<file path="src/rtl/dotl_pkg.sv">
// Shared types and constants for the dice / traffic-light generator.
package dotl_pkg;

    typedef enum logic [1:0] {
        RED       = 2'd0,
        RED_AMBER = 2'd1,
        GREEN     = 2'd2,
        AMBER     = 2'd3
    } light_e;

    // Light patterns are {red, amber, green}.
    localparam logic [2:0] LIGHT_RED   = 3'b100;
    localparam logic [2:0] LIGHT_RA    = 3'b110;
    localparam logic [2:0] LIGHT_GREEN = 3'b001;
    localparam logic [2:0] LIGHT_AMBER = 3'b010;

    localparam logic SEL_DICE   = 1'b0;
    localparam logic SEL_LIGHTS = 1'b1;

endpackage

</file>
<file path="src/rtl/dotl_lights.sv">
// Traffic-light sequencer: state FSM, dwell counter and pedestrian request latch.
module dotl_lights
    import dotl_pkg::*;
#(
    parameter int unsigned RED_CYC       = 8,
    parameter int unsigned RA_CYC        = 2,
    parameter int unsigned GREEN_CYC     = 8,
    parameter int unsigned AMBER_CYC     = 2,
    parameter int unsigned MIN_GREEN_CYC = 3
) (
    input  logic       clk,
    input  logic       rst,
    input  logic       en_i,
    input  logic       button_i,
    output logic [2:0] pattern_o
);

    localparam int unsigned MaxAB  = (RED_CYC > RA_CYC) ? RED_CYC : RA_CYC;
    localparam int unsigned MaxCD  = (GREEN_CYC > AMBER_CYC) ? GREEN_CYC : AMBER_CYC;
    localparam int unsigned MaxCyc = (MaxAB > MaxCD) ? MaxAB : MaxCD;
    localparam int unsigned CntW   = $clog2(MaxCyc + 1);

    light_e          state_q, state_d;
    logic [CntW-1:0] cnt_q, cnt_d;
    logic            ped_q, ped_d;
    logic            dwell_end;
    light_e          state_next;

    always_ff @(posedge clk) begin
        if (rst) begin
            state_q <= RED;
            cnt_q   <= '0;
            ped_q   <= 1'b0;
        end else begin
            state_q <= state_d;
            cnt_q   <= cnt_d;
            ped_q   <= ped_d;
        end
    end

    always_comb begin
        state_d    = state_q;
        cnt_d      = cnt_q;
        ped_d      = ped_q;
        dwell_end  = 1'b0;
        state_next = RED;
        pattern_o  = LIGHT_RED;

        unique case (state_q)
            RED: begin
                dwell_end  = (cnt_q == CntW'(RED_CYC - 1));
                state_next = RED_AMBER;
                pattern_o  = LIGHT_RED;
            end
            RED_AMBER: begin
                dwell_end  = (cnt_q == CntW'(RA_CYC - 1));
                state_next = GREEN;
                pattern_o  = LIGHT_RA;
            end
            GREEN: begin
                // A latched request ends GREEN early, but not before the minimum dwell.
                dwell_end  = (cnt_q == CntW'(GREEN_CYC - 1)) ||
                             (ped_q && (cnt_q >= CntW'(MIN_GREEN_CYC - 1)));
                state_next = AMBER;
                pattern_o  = LIGHT_GREEN;
            end
            AMBER: begin
                dwell_end  = (cnt_q == CntW'(AMBER_CYC - 1));
                state_next = RED;
                pattern_o  = LIGHT_AMBER;
            end
            default: begin
                dwell_end  = 1'b1;
                state_next = RED;
                pattern_o  = LIGHT_RED;
            end
        endcase

        if (en_i) begin
            if (button_i) begin
                ped_d = 1'b1;
            end
            if (dwell_end) begin
                state_d = state_next;
                cnt_d   = '0;
                if (state_next == AMBER) begin
                    ped_d = 1'b0;
                end
            end else begin
                cnt_d = cnt_q + 1'b1;
            end
        end
    end

endmodule

</file>
<file path="src/rtl/dotl_gen.sv">
// Dice / traffic-light generator top: dice counter, lights engine, registered output mux.
// Optional roll counter output enabled by DOTL_ROLL_CNT_EN.
module dotl_gen
    import dotl_pkg::*;
#(
    parameter int unsigned DICE_MAX      = 6,
    parameter int unsigned RESULT_W      = 3,
    parameter int unsigned RED_CYC       = 8,
    parameter int unsigned RA_CYC        = 2,
    parameter int unsigned GREEN_CYC     = 8,
    parameter int unsigned AMBER_CYC     = 2,
    parameter int unsigned MIN_GREEN_CYC = 3
) (
    input  logic                clk,
    input  logic                rst,
    input  logic                button,
    input  logic                sel,
    output logic [RESULT_W-1:0] result
`ifdef DOTL_ROLL_CNT_EN
    ,
    output logic [7:0]          rolls
`endif
);

    logic [RESULT_W-1:0] dice_q, dice_d;
    logic [RESULT_W-1:0] result_q, result_d;
    logic [2:0]          pattern;
    logic                lights_en;

    assign lights_en = (sel == SEL_LIGHTS);

    dotl_lights #(
        .RED_CYC       (RED_CYC),
        .RA_CYC        (RA_CYC),
        .GREEN_CYC     (GREEN_CYC),
        .AMBER_CYC     (AMBER_CYC),
        .MIN_GREEN_CYC (MIN_GREEN_CYC)
    ) u_lights (
        .clk       (clk),
        .rst       (rst),
        .en_i      (lights_en),
        .button_i  (button),
        .pattern_o (pattern)
    );

    always_ff @(posedge clk) begin
        if (rst) begin
            dice_q   <= RESULT_W'(1);
            result_q <= '0;
        end else begin
            dice_q   <= dice_d;
            result_q <= result_d;
        end
    end

    always_comb begin
        dice_d = dice_q;
        if (sel == SEL_DICE && button) begin
            dice_d = (dice_q == RESULT_W'(DICE_MAX)) ? RESULT_W'(1) : dice_q + 1'b1;
        end
        result_d = lights_en ? RESULT_W'(pattern) : dice_q;
    end

    assign result = result_q;

`ifdef DOTL_ROLL_CNT_EN
    logic       button_q;
    logic [7:0] rolls_q, rolls_d;

    always_ff @(posedge clk) begin
        if (rst) begin
            button_q <= 1'b0;
            rolls_q  <= '0;
        end else begin
            button_q <= button;
            rolls_q  <= rolls_d;
        end
    end

    always_comb begin
        rolls_d = rolls_q;
        if (sel == SEL_DICE && button_q && !button && rolls_q != 8'hFF) begin
            rolls_d = rolls_q + 8'd1;
        end
    end

    assign rolls = rolls_q;
`endif

endmodule
</file>
<file path="config.mk">
export PLATFORM = sky130hd
export DESIGN_NAME = dotl_gen
export DESIGN_NICKNAME = d
export VERILOG_FILES = /design/src/rtl/dotl_pkg.sv /design/src/rtl/dotl_lights.sv /design/src/rtl/dotl_gen.sv
export SDC_FILE = /design/constraint.sdc
export NUM_CORES = 1
export LEC_CHECK = 0
export ABC_AREA = 1
export BUFFER_PORTS_ARGS = -buffer_cell sky130_fd_sc_hd__buf_2
export CAP_MARGIN = 20
export CORE_UTILIZATION = 47
export DETAILED_ROUTE_END_ITERATION = 12
export PLACE_DENSITY = 0.66
export SYNTH_ARGS = -nofsm -noshare
export SYNTH_HDL_FRONTEND = slang
export SYNTH_HIERARCHICAL = 1
export SYNTH_SLANG_ARGS = --single-unit
</file>
<file path="constraint.sdc">
create_clock -name clk -period 1.7 [get_ports clk]
set_input_delay 0.34 -clock clk [delete_from_list [all_inputs] [get_ports clk]]
set_output_delay 0.34 -clock clk [all_outputs]
set_load 0.01 [all_outputs]
</file>
Yosys cells after proc, flatten, opt, wreduce, memory -nomap -nowiden
Cells that the tools add are included.

Add/subtract/negate cells: 2. Magnitude comparators: 1. Equality and inequality tests: 7. Muxes and demuxes: 9. Bitwise logic cells: 1. Reduce and logical (&&, ||, !) cells: 6.

Operators by type and width (count): case mux 3 bit (4 select lines) (1); case mux 2 bit (4 select lines) (1); == test 2 bit, second input constant (3); two-way mux 3 bit (2); adder 4 x 1 -> 4 bit, second input constant (1); == test 4 x 1 -> 1 bit, second input constant (1); == test 4 x 3 -> 1 bit, second input constant (1); >= comparator 4 x 2 -> 1 bit, second input constant (1); two-way mux 4 bit (1); adder 3 x 1 -> 3 bit, second input constant (1); == test 3 bit, second input constant (1); two-way mux 1 bit (3); case mux 1 bit (3 select lines) (1); == test 2 x 1 -> 1 bit, second input constant (1); logical AND 1 bit (2); logical NOT 2 bit (1); AND reduction 2 bit (1); OR reduction 2 bit (1); logical OR 1 bit (1); inverter 1 bit (1).

Register bits after elaboration: 13. Bits of input ports: 4. Output and inout port bits: 3. Logic and storage cells: 31.

Longest topological paths before layout
Depth after elaboration: 5. Depth in mapped cells: 11. Mapped depth without buffers: 11.

Modules after synthesis
The synthesis kept the hierarchy.

By module, submodules not included: dotl_lights (instances 1, cells an instance 65, area each 485.5 um^2, sequential area each 140.1 um^2); dotl_gen (instances 1, cells an instance 33, area each 241.5 um^2, sequential area each 120.1 um^2).

Least setup slack after synthesis
No wires, ideal clock.

Path kind: flip-flop to flip-flop. Start point: reg u_lights.cnt_q[0]. End point: reg u_lights.state_q[0]. Library setup time: 0.115 ns. Arrival time: 1.125 ns. Required time: 1.585 ns. Slack: 0.460 ns. Stages on the path, launching flop included: 11. Path buffers: 0. Clock period less this slack: 1.240 ns. Cell sequence: dfxtp_1 inv_1 ha_1 nor2_1 nand2_1 nand2_1 nand2_1 nand2_2 nand2_4 a21oi_1 nor2_1.

Longest elaborated chain between the ends: 5. Elaborated cells on any way between the ends: 7. Those cells by class: order compare: 1; eq/ne: 2; mux: 1; reduce/logical: 3.

RTL lines: from (decl) (line dotl_lights.sv:24) `logic [CntW-1:0] cnt_q, cnt_d;`; from (signal assigned) (line dotl_lights.sv:36) `cnt_q <= cnt_d;`; >= comparator 4 x 2 -> 1 bit (line dotl_lights.sv:63) `(ped_q && (cnt_q >= CntW'(MIN_GREEN_CYC - 1)));`; logical AND 1 bit (line dotl_lights.sv:63); logical OR 1 bit (line dotl_lights.sv:62) `dwell_end = (cnt_q == CntW'(GREEN_CYC - 1)) ||`; case mux 1 bit (3 select lines) * (line dotl_lights.sv:49) `unique case (state_q)`; AND reduction 2 bit (no line) *; to (signal assigned) (line dotl_lights.sv:35) `state_q <= state_d;`; to (decl) (line dotl_lights.sv:23) `light_e state_q, state_d;`.

Mark *: on every way between the ends. The rest lies on a longest branch, timed or not. A chain may end at the register's enable or synchronous reset.

Worst setup path in the final report
Start point: reg u_lights.cnt_q[0]. End point: reg u_lights.state_q[1].

The elaborated chain is that of the path after synthesis.

==> flow_summary.ini <==
[status]
status = finished, final reports clean

[clock_tree]
post_cts_buffers = 0
cts_tree = built
cts_made_buffers = 3
path_clk_slew_ps = 70
cts_sinks = 13
cts_hold_buf = 0
insertion_delay_ps = 270
htree_levels = 1
clockBufferDepth = 2
post_cts_resized = 0
clock-root-buffer = clkbuf_4

[critical_path]
critical_path_buf_inv_count = 1
path_cells = inv_1 > ha_1 > nor2_1 > nand2_1 > nand2_1 > nand2_1 > nand2_2 > nand2_4 > a21oi_1 > nor2_1
path_delay_family = simple AND/OR/NAND/NOR gates
end_kind = flop
path_common_cell = nand2_1
start_kind = flop
crit_required_ps = 1870
max_stage_delay_ps = 420
critPathLaunch = u_lights/cnt_q[0]$_SDFFE_PP0P_
rr_startpoint = u_lights/cnt_q[0]$_SDFFE_PP0P_
cp_max_fo = 6
cp_data_arrival_time_ps = 1500
path_class = flop to flop
crit_slowest_cell = dfxtp_1

[grt]
first_global_vias = 456
overflow = 0
grt_max_degree = 11
grt_pass1_wl_mm = 1.70
grt_usage = 0.156
grt_antenna_before_repair = 0

[timing]
relSlewSlack = 0.864
grt_setup_unrepaired = no
worst_pin_slew_ps = 203
fin_ws_ps = 370
hold_viol_final = 0
min_period_ps = 1330
max_clock_freq_mhz = 752
period_share = 0.782
skew_ps = 1.79
setup-violations-final = 0
maxSlewViolCount = 0
setup_tns_ps = 0

[floorplanning]
num_rows = 13
fp.coreArea_mm2 = 0.00137
initial_utilization = 0.532
die_h_um = 41.3
die-area_mm2 = 0.00171
die_w_um = 41.3
pin_count = 7

[synth]
async_reset_ff_frac = 0
synthesis.nets = 109
synth_seq_cells = 13
syn-cell-area_um2 = 727
ys_seq_area_frac = 0.358
syn_avg_cell_area_um2 = 7.42
synth_edf_count = 0
ys_warn_count = 6
ys.flop_type = dfxtp_1
syn_inst = 98
yosysUniqueCellTypes = 18

[hold_path]
hp-class = primary input to flop
hold_start = rst

[power]
cellPowerDensity_mw_per_mm2 = 791
ir_worst_vdd_mv = 0.448
power_mw = 0.634
p_leak_nw = 0.398

[placed_design]
dp_hpwl_um = 864
place.gp.congestion = 0.748
dp.cells = 119
io_buffers = 6
pre_cts_ws_ps = 361

[route]
wl_per_cell_um = 8.88
detail_route.first_pass.iterations = 4
ant_nets = 0
via_count = 581
route.detailed.drc = 0
drt_iter0_drc = 7
drt-total-wl_mm = 1.09
vias_per_cell = 4.72

[layout]
final_cells = 123
diodes = 0
nets = 120
drive_above_1_share = 0.167
syn_to_final_growth_pct = 10.3

[flow_run]
max_cap_violations = 0
## layout by cell type, fill, tap and decap left out
cell	Yosys	routed
dfxtp_1	13	13
nand3_1	4	4
nand2_1	19	19
xnor2_1	1	1
inv_1	17	17
nor3_1	1	1
nand3_2	2	2
clkbuf_1	0	1
nand4_1	3	3
ha_1	7	7
a21boi_4	1	1
o21ai_0	4	4
xor2_1	2	2
buf_2	0	6
inv_2	1	1
a21oi_1	6	6
clkbuf_4	0	3
nor2_1	12	12
nand2_2	3	3
nand2_4	1	1
nor2_2	1	1
## cells in the mapped netlist, types with 2 or more instances
master / count / area [um^2]
inv_1: 17 / 63.8
ha_1: 7 / 87.6
xor2_1: 2 / 17.5
nor2_1: 12 / 45.0
o21ai_0: 4 / 20.0
nand2_1: 19 / 71.3
nand4_1: 3 / 18.8
nand2_2: 3 / 18.8
a21oi_1: 6 / 30.0
dfxtp_1: 13 / 260
nand3_2: 2 / 20.0
nand3_1: 4 / 20.0
## where the power goes
part,leakage (nW),total [mW],internal (mW),switching [mW]
logic,0.276,0.109,0.0444,0.0646
registers,0.107,0.340,0.323,0.0167
clock network,0.0150,0.186,0.0910,0.0946
total,0.398,0.634,0.458,0.176
## tightest hold or removal path, cell delays in order
cell	delay, ps
buf_2	100
nor2_1	40
nand2_1	50
inv_1	30
## per-layer routing
metal	GRT usage	vias up	wire length [um]
li1	-	325	-
met1	0.190	245	534
met2	0.238	11	493
met3	0.0957	0	63
met4	0.0242	0	0
met5	0	-	0
## worst paths after layout
check / to / cells past startpoint / slack [ps]
hold / removal: u_lights/ped_q$_SDFFE_PP0P_ / 4 / 330
setup / recovery: u_lights/state_q[1]$_SDFFE_PP0P_ / 10 / 370
setup reg to reg: u_lights/state_q[1]$_SDFFE_PP0P_ / 10 / 370
hold reg to reg: result[2]$_SDFF_PP0_ / 2 / 500
## cell families after synthesis
kind of cell,count (synthesis),synth area share
compound gates,11,0.0947
xor+xnor,3,0.0362
flops,13,0.358
buf+inv,18,0.0929
simple gates,46,0.298
fa+ha+maj,7,0.120
## final cells by class
cell class,instances,area (um^2)
fill,135,564
timing repair buffer,6,30.0
multi-input combinational,67,399
tap,15,18.8
inverter,18,67.6
sequential,13,260
clock buffer,4,26.3
## stage by stage
step / hold slack, ps / utilization / instance area [um^2]
6_report: 331 / 0.587 / 802
5_1_grt: 358 / 0.587 / 802
4_1_cts: 318 / 0.587 / 802
3_5_place_dp: 495 / 0.568 / 776
3_3_place_gp: 485 / 0.568 / 776
2_1_floorplan: 457 / - / 727
## sequential cells by signal (all words and copies together) (netlist names)
register          cells
u_lights/state_q      2
u_lights/cnt_q        4
result                3
dice_q                3
u_lights/ped_q        1
Note: power is estimated with default switching activity, not from simulation.
